<file path="src/rtl/fir_filter_param_pkg.sv">
// fir_pkg: shared width derivation, rounding constant and signed saturation helpers for the FIR
package fir_pkg;
  function automatic int clog2_taps(input int taps);
    return $clog2(taps);
  endfunction
  function automatic int acc_width(input int data_w, input int coef_w, input int taps);
    return data_w + coef_w + $clog2(taps);
  endfunction
  function automatic logic signed [63:0] round_const(input int shift);
    return shift == 0 ? 64'sd0 : 64'sd1 <<< (shift - 1);
  endfunction
  function automatic logic signed [63:0] sat_signed(input logic signed [63:0] v, input int w);
    logic signed [63:0] hi, lo;
    hi = (64'sd1 <<< (w - 1)) - 64'sd1;
    lo = -(64'sd1 <<< (w - 1));
    return v > hi ? hi : v < lo ? lo : v;
  endfunction
endpackage

</file>
<file path="src/rtl/fir_filter_param_if.sv">
// fir_filter_param_if: coefficient-write, sample-in and result-out signals of the FIR
//  master: drives coef_we/coef_addr/coef_data/in_valid/in_data, receives out_valid/out_data/out_sat
//  slave : the filter side
interface fir_filter_param_if #(parameter int AW = 4, DATA_W = 8, COEF_W = 8, OUT_W = 16);
  logic coef_we;
  logic [AW-1:0] coef_addr;
  logic signed [COEF_W-1:0] coef_data;
  logic in_valid;
  logic signed [DATA_W-1:0] in_data;
  logic out_valid;
  logic signed [OUT_W-1:0] out_data;
  logic out_sat;
  modport master(output coef_we, coef_addr, coef_data, in_valid, in_data,
                 input out_valid, out_data, out_sat);
  modport slave(input coef_we, coef_addr, coef_data, in_valid, in_data,
                output out_valid, out_data, out_sat);
endinterface

</file>
<file path="src/rtl/fir_round_sat.sv">
// fir_round_sat: registered round-half-up, arithmetic shift and signed saturation of the FIR sum
//  clock/reset: rising edge, synchronous active-high
//  in_valid/sum: full-precision sum and its qualifier
//  out_valid/out_data/out_sat: result pulse, clipped value, clip flag (held while out_valid=0)
module fir_round_sat import fir_pkg::*; #(
  parameter int ACC_W = 20,
  parameter int SHIFT = 0,
  parameter int OUT_W = 16
) (
  input  logic clock,
  input  logic reset,
  input  logic in_valid,
  input  logic signed [ACC_W-1:0] sum,
  output logic out_valid,
  output logic signed [OUT_W-1:0] out_data,
  output logic out_sat
);
  logic signed [ACC_W:0] rnd, s;
  logic signed [63:0] c;
  // one extra bit so adding the half-LSB constant cannot wrap
  always_comb begin
    rnd = (ACC_W+1)'(sum) + (ACC_W+1)'(round_const(SHIFT));
    s = rnd >>> SHIFT;
    c = sat_signed(64'(s), OUT_W);
  end
  always_ff @(posedge clock) begin
    if (reset) begin
      out_valid <= 1'b0;
      out_data <= '0;
      out_sat <= 1'b0;
    end else begin
      out_valid <= in_valid;
      if (in_valid) begin
        out_data <= OUT_W'(c);
        out_sat <= c != 64'(s);
      end
    end
  end
endmodule

</file>
<file path="src/rtl/fir_filter_param.sv">
// fir_filter_param: signed direct-form FIR with run-time loadable coefficients and round/shift/saturate output
//  clock/reset: rising edge, synchronous active-high
//  bus (slave): coef_we/coef_addr/coef_data write port, in_valid/in_data samples,
//               out_valid/out_data/out_sat results three register stages after each sample
module fir_filter_param import fir_pkg::*; #(
  parameter int TAPS   = 10,
  parameter int DATA_W = 8,
  parameter int COEF_W = 8,
  parameter int OUT_W  = 16,
  parameter int SHIFT  = 0
) (
  input logic clock,
  input logic reset,
  fir_filter_param_if.slave bus
);
  localparam int ACC_W = acc_width(DATA_W, COEF_W, TAPS);
  localparam int AW = clog2_taps(TAPS);
  localparam int PW = DATA_W + COEF_W;
  logic signed [DATA_W-1:0] x [TAPS-1];
  logic signed [DATA_W-1:0] tap [TAPS];
  logic signed [COEF_W-1:0] coef [TAPS];
  logic signed [PW-1:0] p [TAPS];
  logic signed [ACC_W-1:0] sum, acc;
  logic [AW-1:0] wa;
  logic v1, v2;
  assign wa = bus.coef_addr;
  // tap 0 is the arriving sample; the rest read the delay line before it shifts
  assign tap[0] = bus.in_data;
  for (genvar k = 1; k < TAPS; k++) begin : g_tap
    assign tap[k] = x[k-1];
  end
  always_comb begin
    acc = '0;
    for (int k = 0; k < TAPS; k++) acc = acc + ACC_W'(p[k]);
  end
  // coefficient writes land with the products' nonblocking update, so a same-cycle sample sees the old value
  always_ff @(posedge clock) begin
    if (reset) begin
      x <= '{default: '0};
      coef <= '{default: '0};
      p <= '{default: '0};
      sum <= '0;
      v1 <= 1'b0;
      v2 <= 1'b0;
    end else begin
      v1 <= bus.in_valid;
      v2 <= v1;
      if (v1) sum <= acc;
      if (bus.coef_we && 32'(wa) < TAPS) coef[wa] <= bus.coef_data;
      if (bus.in_valid) begin
        x[0] <= bus.in_data;
        for (int k = 1; k < TAPS - 1; k++) x[k] <= x[k-1];
        for (int k = 0; k < TAPS; k++) p[k] <= PW'(coef[k]) * PW'(tap[k]);
      end
    end
  end
  fir_round_sat #(.ACC_W(ACC_W), .SHIFT(SHIFT), .OUT_W(OUT_W)) u_round_sat (
    .clock(clock),
    .reset(reset),
    .in_valid(v2),
    .sum(sum),
    .out_valid(bus.out_valid),
    .out_data(bus.out_data),
    .out_sat(bus.out_sat)
  );
endmodule

</file>
<file path="src/flat_wrapper.sv">
// flat-port wrapper written by rule: the top's interface ports become plain ports
module fir_filter_param_flat import fir_pkg::*;
#(
  parameter int TAPS   = 10,
  parameter int DATA_W = 8,
  parameter int COEF_W = 8,
  parameter int OUT_W  = 16,
  parameter int SHIFT  = 0
)
  (clock, reset, bus_coef_we, bus_coef_addr, bus_coef_data, bus_in_valid, bus_in_data, bus_out_valid, bus_out_data, bus_out_sat);
  fir_filter_param_if #(.AW(4), .DATA_W(DATA_W), .COEF_W(COEF_W), .OUT_W(OUT_W)) bus_i ();
  input logic clock;
  input logic reset;
  input wire logic [$bits(bus_i.coef_we)-1:0] bus_coef_we;
  input wire logic [$bits(bus_i.coef_addr)-1:0] bus_coef_addr;
  input wire logic [$bits(bus_i.coef_data)-1:0] bus_coef_data;
  input wire logic [$bits(bus_i.in_valid)-1:0] bus_in_valid;
  input wire logic [$bits(bus_i.in_data)-1:0] bus_in_data;
  output wire logic [$bits(bus_i.out_valid)-1:0] bus_out_valid;
  output wire logic [$bits(bus_i.out_data)-1:0] bus_out_data;
  output wire logic [$bits(bus_i.out_sat)-1:0] bus_out_sat;
  assign bus_i.coef_we = bus_coef_we;
  assign bus_i.coef_addr = bus_coef_addr;
  assign bus_i.coef_data = bus_coef_data;
  assign bus_i.in_valid = bus_in_valid;
  assign bus_i.in_data = bus_in_data;
  assign bus_out_valid = bus_i.out_valid;
  assign bus_out_data = bus_i.out_data;
  assign bus_out_sat = bus_i.out_sat;
  fir_filter_param #(.TAPS(TAPS), .DATA_W(DATA_W), .COEF_W(COEF_W), .OUT_W(OUT_W), .SHIFT(SHIFT)) u_core (.clock(clock), .reset(reset), .bus(bus_i));
endmodule
</file>
<file path="config.mk">
export PLATFORM = sky130hd
export DESIGN_NAME = fir_filter_param_flat
export DESIGN_NICKNAME = d
export VERILOG_FILES = /design/src/rtl/fir_filter_param_pkg.sv /design/src/rtl/fir_filter_param_if.sv /design/src/rtl/fir_round_sat.sv /design/src/rtl/fir_filter_param.sv /design/src/flat_wrapper.sv
export SDC_FILE = /design/constraint.sdc
export NUM_CORES = 2
export LEC_CHECK = 0
export ABC_AREA = 0
export BUFFER_PORTS_ARGS = -buffer_cell sky130_fd_sc_hd__buf_2
export CAP_MARGIN = 20
export CORE_ASPECT_RATIO = 1.1
export CORE_MARGIN = 4
export CORE_UTILIZATION = 30
export DETAILED_ROUTE_END_ITERATION = 8
export GPL_ROUTABILITY_DRIVEN = 0
export SYNTH_ARGS = -nofsm -noshare
export SYNTH_HDL_FRONTEND = slang
export SYNTH_SLANG_ARGS = --single-unit
</file>
<file path="constraint.sdc">
create_clock -name clock -period 12.55 [get_ports clock]
set_input_delay 0 -clock clock [delete_from_list [all_inputs] [get_ports clock]]
set_output_delay 0 -clock clock [all_outputs]
set_load 0.005 [all_outputs]
</file>
# Word-level counts from Yosys, hierarchy flattened
# Index checks and enable logic that the tools add are counted.
classes:
  add_sub_neg: 9
  mul: 10
  magnitude_cmp: 5
  eq_ne: 1
  muxes: 5
  bitwise_logic: 1
  reduce_logical: 2
op_table:
  columns: ["operator", "n"]
  rows:
  - ["8-bit by 8-bit multiplier with 16-bit output", 10]
  - ["20-bit by 16-bit adder with 20-bit output", 7]
  - ["64-bit 2-to-1 mux", 2]
  - ["80-bit bitwise mux", 1]
  - ["64-bit by 20-bit inequality test with 1-bit output", 1]
  - ["8-bit demux with 4-bit select", 1]
  - ["20-bit by 16-bit greater-than comparator with 1-bit output, second input constant", 1]
  - ["20-bit by 16-bit less-than comparator with 1-bit output, second input constant", 1]
  - ["17-bit by 16-bit adder with 18-bit output", 1]
  - ["16-bit by 16-bit adder with 17-bit output", 1]
  - ["8-bit 2-to-1 mux", 1]
  - ["5-bit >= comparator, second input constant", 1]
  - ["5-bit by 1-bit less-than comparator with 1-bit output, second input constant", 1]
  - ["4-bit NOT with 5-bit output", 1]
  - ["4-bit less-than comparator, second input constant", 1]
  - ["1-bit logical AND", 2]
word_totals:
  regBits: 352
  inputBits: 24
  output_inout_bits: 18
  wordCells: 68

# Logic depth before layout (Yosys ltp)
logic_depth:
  word_depth: 9
  ltp_mapped: 25
  mapped_depth_nobuf: 25

# Modules after synthesis
# From an unflattened synthesis, not the netlist that was laid out.
unflattened:
  cells_unflattened: 4337
  hier_area_um2: 40899.2
by_module_without_submodules:
  columns: ["module", "n_inst", "cells_per_inst", "area_each_um2", "seq_area_each_um2"]
  rows:
  - ["fir_filter_param", 1, 4246, 40047.2, 6686.4]
  - ["fir_round_sat", 1, 91, 852.1, 360.3]

# Worst setup path before layout
# No wires, ideal clock.
synth_timing:
  path_type: "flip-flop to flip-flop"
  start: "register u_core.p[113] in the netlist's numbering"
  end: "register u_core.sum[19]"
  setup_ns: 0.117
  arrival_time_ns: 5.988
  required_time_ns: 12.433
  setup_slack_ns: 6.445
  path_stages_with_launch: 26
  n_path_buf: 1
  period_less_slack_ns: 6.105
  path_cell_list: "dfxtp_1 inv_1 fa_1 inv_1 ha_1 inv_1 fa_1 nor2b_1 o31a_1 o211ai_1 a21oi_1 or4_1 nand3_1 fa_1 inv_1 fa_1 fa_1 inv_1 fa_1 ha_1 clkbuf_1 a211oi_1 o21bai_1 a21o_1 or3_1 a32o_1"
synth_via:
  elab_chain_len: 8
synth_lines:
  columns: ["item", "line_no", "rtl"]
  rows:
  - ["start: declaration", "fir_filter_param.sv:22", "logic signed [PW-1:0] p [TAPS];"]
  - ["start signal: assignment", "fir_filter_param.sv:41", "p <= '{default: '0};"]
  - ["17-bit by 16-bit adder with 18-bit output", "fir_filter_param.sv:34", "for (int k = 0; k < TAPS; k++) acc = acc + ACC_W'(p[k]);"]
  - ["20-bit by 16-bit adder with 20-bit output (7 in a row)", "fir_filter_param.sv:34", null]
  - ["end signal: assignment", "fir_filter_param.sv:42", "sum <= '0;"]
  - ["end signal: assignment", "fir_filter_param.sv:48", "if (v1) sum <= acc;"]
  - ["end: declaration", "fir_filter_param.sv:23", "logic signed [ACC_W-1:0] sum, acc;"]
# Every way passes these cells.
# A chain may end at the register's enable or synchronous reset.

# Worst setup path after layout
# Ends and elaborated chain as after synthesis.

==> results.py <==
metrics = {
    "run_status": {
        "status": "finished clean",
    },
    "cts": {
        "numCtsBuffers": 40,
        "clk_latency_ns": 0.59,
        "cts_setup_buffers": 0,
        "clockRootBuffer": "clkbuf_16",
        "cts.htree.levels": 2,
        "cts_tree": "built",
        "clk_path_buf_depth": 3,
        "cts.sinks": 352,
        "clk_pin_slew_worst_paths_ns": 0.06,
    },
    "timing": {
        "finalMaxSlewViolations": 0,
        "fmax_mhz": 150,
        "rsz0062_at_grt": "no",
        "finClkSkew_ns": 0.0220,
        "setup_ws_ns": 5.87,
        "relSlewSlack_pct": 33.2,
        "setup_viol": 0,
        "fin_crit_ns": 6.68,
        "timing.hold.ws_ns": 0.0341,
        "period_share_pct": 53.2,
        "worstMarginPinSlew_ns": 0.997,
        "final.setup.tns_ns": 0,
        "hold_viol": 0,
    },
    "global_route": {
        "use_met1_pct": 19.8,
        "gr-usage-met2_pct": 26.9,
        "grt_usage_pct": 15.1,
        "grt_max_degree": 192,
        "overflow": 0,
        "gr-usage-met3_pct": 1.37,
        "busiest_layer": "met2",
        "first_global_vias": 31100,
        "grt_pass1_wl_mm": 174,
        "antenna_found_initial": 5,
    },
    "floorplan": {
        "rows": 143,
        "core_area_um2": 138000,
        "chipWidth_um": 363,
        "initial_utilization_pct": 30.2,
        "die_h_um": 399,
        "io_pins": 42,
        "dieArea_um2": 145000,
    },
    "routing": {
        "wl_per_cell_um": 16.8,
        "dr.first_iter.drc_count": 1433,
        "ant_nets": 0,
        "vias": 29600,
        "drt_wl_total_mm": 106,
        "drt_pre_antenna_iters": 7,
        "via_per_inst": 4.68,
        "drc": 0,
    },
    "power_and_ir_drop": {
        "p_leak_nw": 20.1,
        "p_comb_share_pct": 14.3,
        "cellPowerDensity_nw_per_um2": 62.3,
        "p_sw_mw": 0.823,
        "p_sw_share_pct": 29.2,
        "peakVddDrop_mv": 0.0731,
        "p_int_mw": 1.99,
        "power_frac_clock_pct": 44.0,
        "pwr-share-seq_pct": 41.8,
        "total_power_mw": 2.82,
    },
    "critical_path": {
        "rr_startpoint": "u_core.p[113]",
        "reg2reg_to": "u_core.sum[19]",
        "crit_fanout": 7,
        "timing.reg2reg.setup_slack_ns": 5.87,
        "crit_top_cell": "fa_1",
        "arrival_ns": 7.15,
        "crit_required_ns": 13.01,
        "critPathSlowestCell": "fa_1",
        "rr_worst_depth": 25,
        "startpoint": "u_core.p[113]",
        "worstSetupEndpointType": "flip-flop",
        "crit_type": "flip-flop to flip-flop",
        "critical_path.max_stage_delay_ns": 0.49,
        "start_kind": "flip-flop",
    },
    "yosys": {
        "synth-seq-area-share_pct": 16.9,
        "synthArstFlopShare_pct": 0,
        "synth.distinct_cells": 71,
        "synth_top_area_share_pct": 32.3,
        "yosysWarnings": 0,
        "synth-seq-cells": 352,
        "synth_ff_type": "dfxtp_1",
        "synthCells": 4518,
        "syn_area_um2": 41700,
        "synth_area_leaders": "fa_1 32%, dfxtp_1 17%, ha_1 9.8%",
        "synth_edf_count": 0,
        "synth.avg_cell_area_um2": 9.22,
        "synth_top_area_cell": "fa_1",
        "syn_nets": 5541,
    },
    "cells_and_area": {
        "nets": 5501,
        "fill_cells": 14300,
        "drive_above_1_share_pct": 3.31,
        "layout-area-overhead-vs-synth_pct": 8.60,
        "finalInstanceArea_um2": 45200,
    },
    "flow_run": {
        "cap_violations": 0,
    },
    "placed_design": {
        "post_dp_cell_area_um2": 43700,
        "dp_worst_setup_slack_ns": 5.87,
        "port_buffers": 41,
        "dp_hpwl_mm": 83.5,
    },
    "min_path": {
        "min_path_type": "primary input to flip-flop",
        "holdPathEnd": "u_core.coef[22]",
        "hold_depth": 5,
        "worstHoldStart": "bus_coef_addr[1]",
    },
}
==> critical path, delay by kind of cell (launching register included) <==
| kind | cells | cell delay (ns) |
|---|---|---|
| flip-flops | 1 | 0.32 |
| AO/OA/AOI/OAI | 10 | 2.19 |
| buffers and inverters | 5 | 0.32 |
| adder cells (fa/ha/maj) | 8 | 3.25 |
| AND/OR/NAND/NOR | 2 | 0.50 |
==> through the flow <==
| stage | util [%] | std cells |
|---|---|---|
| after floorplan | - | 4518 |
| after global placement | 31.6 | 6224 |
| after detailed placement | 31.6 | 6226 |
| after CTS | 32.8 | 6320 |
| after global routing | 32.8 | 6321 |
| final | 32.8 | 6321 |
==> routing by layer <==
layer / vias to the layer above / share of wire (%)
met1: 15000 / 45
met3: 117 / 3.2
met5: - / 0
met2: 422 / 50
li1: 14100 / -
met4: 0 / 2.0
==> power groups by stage <==
stage	registers [mW]	clock network (mW)	logic, mW
2_1_floorplan	1.18	0	0.290
3_5_place_dp	1.20	0	0.397
6_report	1.18	1.24	0.402
4_1_cts	1.18	1.27	0.406
3_3_place_gp	1.20	0	0.391
5_1_grt	1.18	1.30	0.453
==> kinds of logic after synthesis <==
| logic type | count (synthesis) | share of synthesized area, % |
|---|---|---|
| compound gates | 467 | 7.68 |
| xor+xnor | 133 | 2.80 |
| fa+ha+maj | 999 | 42.1 |
| buf+inv | 1017 | 9.20 |
| flops | 352 | 16.9 |
| mux | 222 | 5.34 |
| simple gates | 1328 | 16.0 |
==> flip-flops by register name, summed over array words and instances (netlist names) <==
register / flops
u_core.tap: 72
u_core.coef: 80
u_core.u_round_sat.out_sat: 1
u_core.sum: 20
u_core.u_round_sat.out_valid: 1
u_core.v2: 1
u_core.u_round_sat.out_data: 16
u_core.v1: 1
u_core.p: 160
==> how the worst max path moves through the flow <==
stage / slack [ns] / depth (start not counted) / end
floorplan: 6.45 / 25 / u_core.sum[19]
global placement: 5.89 / 25 / u_core.sum[17]
detailed placement: 5.87 / 25 / u_core.sum[19]
CTS: 5.83 / 25 / u_core.sum[19]
global route: 5.32 / 25 / u_core.sum[19]
finish: 5.87 / 25 / u_core.sum[19]
==> cell usage after synthesis, drive strengths merged, types with 73 or more instances <==
library cell,instances
dfxtp,352
and2,385
clkbuf,129
mux2i,220
nand2b,85
a211oi,73
fa,672
o21ai,101
xnor2,110
nor2,353
nor3,89
a21oi,88
inv,861
nand2,271
ha,327
==> timing repair <==
action                                  CTS  global route
endpoints found under the setup margin    0             0
hold buffers                             22             0
endpoints found under the hold margin   110             0
gates resized for setup                   0             0
==> cells in the final DEF (no fill, tap or decap), types with 9 or more instances in the layout <==
| cell type | netlist | routed |
|---|---|---|
| nand3_1 | 48 | 48 |
| o21a_1 | 64 | 64 |
| nand3b_1 | 15 | 15 |
| nand2b_1 | 85 | 85 |
| o32ai_1 | 12 | 12 |
| buf_4 | 0 | 9 |
| a21oi_1 | 87 | 87 |
| ha_1 | 327 | 327 |
| a21o_1 | 18 | 18 |
| xor2_1 | 23 | 23 |
| xnor2_1 | 110 | 110 |
| or3_1 | 14 | 14 |
| o21ai_0 | 99 | 99 |
| nor2_1 | 353 | 353 |
| nor2b_1 | 29 | 29 |
| fa_1 | 672 | 672 |
| dfxtp_1 | 352 | 352 |
| a211oi_1 | 72 | 72 |
| nor3_1 | 87 | 87 |
| clkbuf_16 | 0 | 42 |
| mux2i_1 | 220 | 220 |
| o311ai_0 | 9 | 9 |
| dlygate4sd3_1 | 0 | 22 |
| nand2_1 | 271 | 271 |
| inv_1 | 860 | 859 |
| a31oi_1 | 11 | 11 |
| buf_2 | 11 | 39 |
| and2_1 | 385 | 385 |
==> final cells by class <==
class,count,area (um2),area share (%)
clock inverters,24,255,0.564
multi-input cells,3149,30800,68.1
repair buffers,74,544,1.20
clock buffers,48,1100,2.44
well taps,1812,2270,5.01
inverters,861,3230,7.15
flip-flops and latches,352,7050,15.6
diodes,1,2.50,0.00553
No activity file was read; power rests on OpenSTA's default activity.
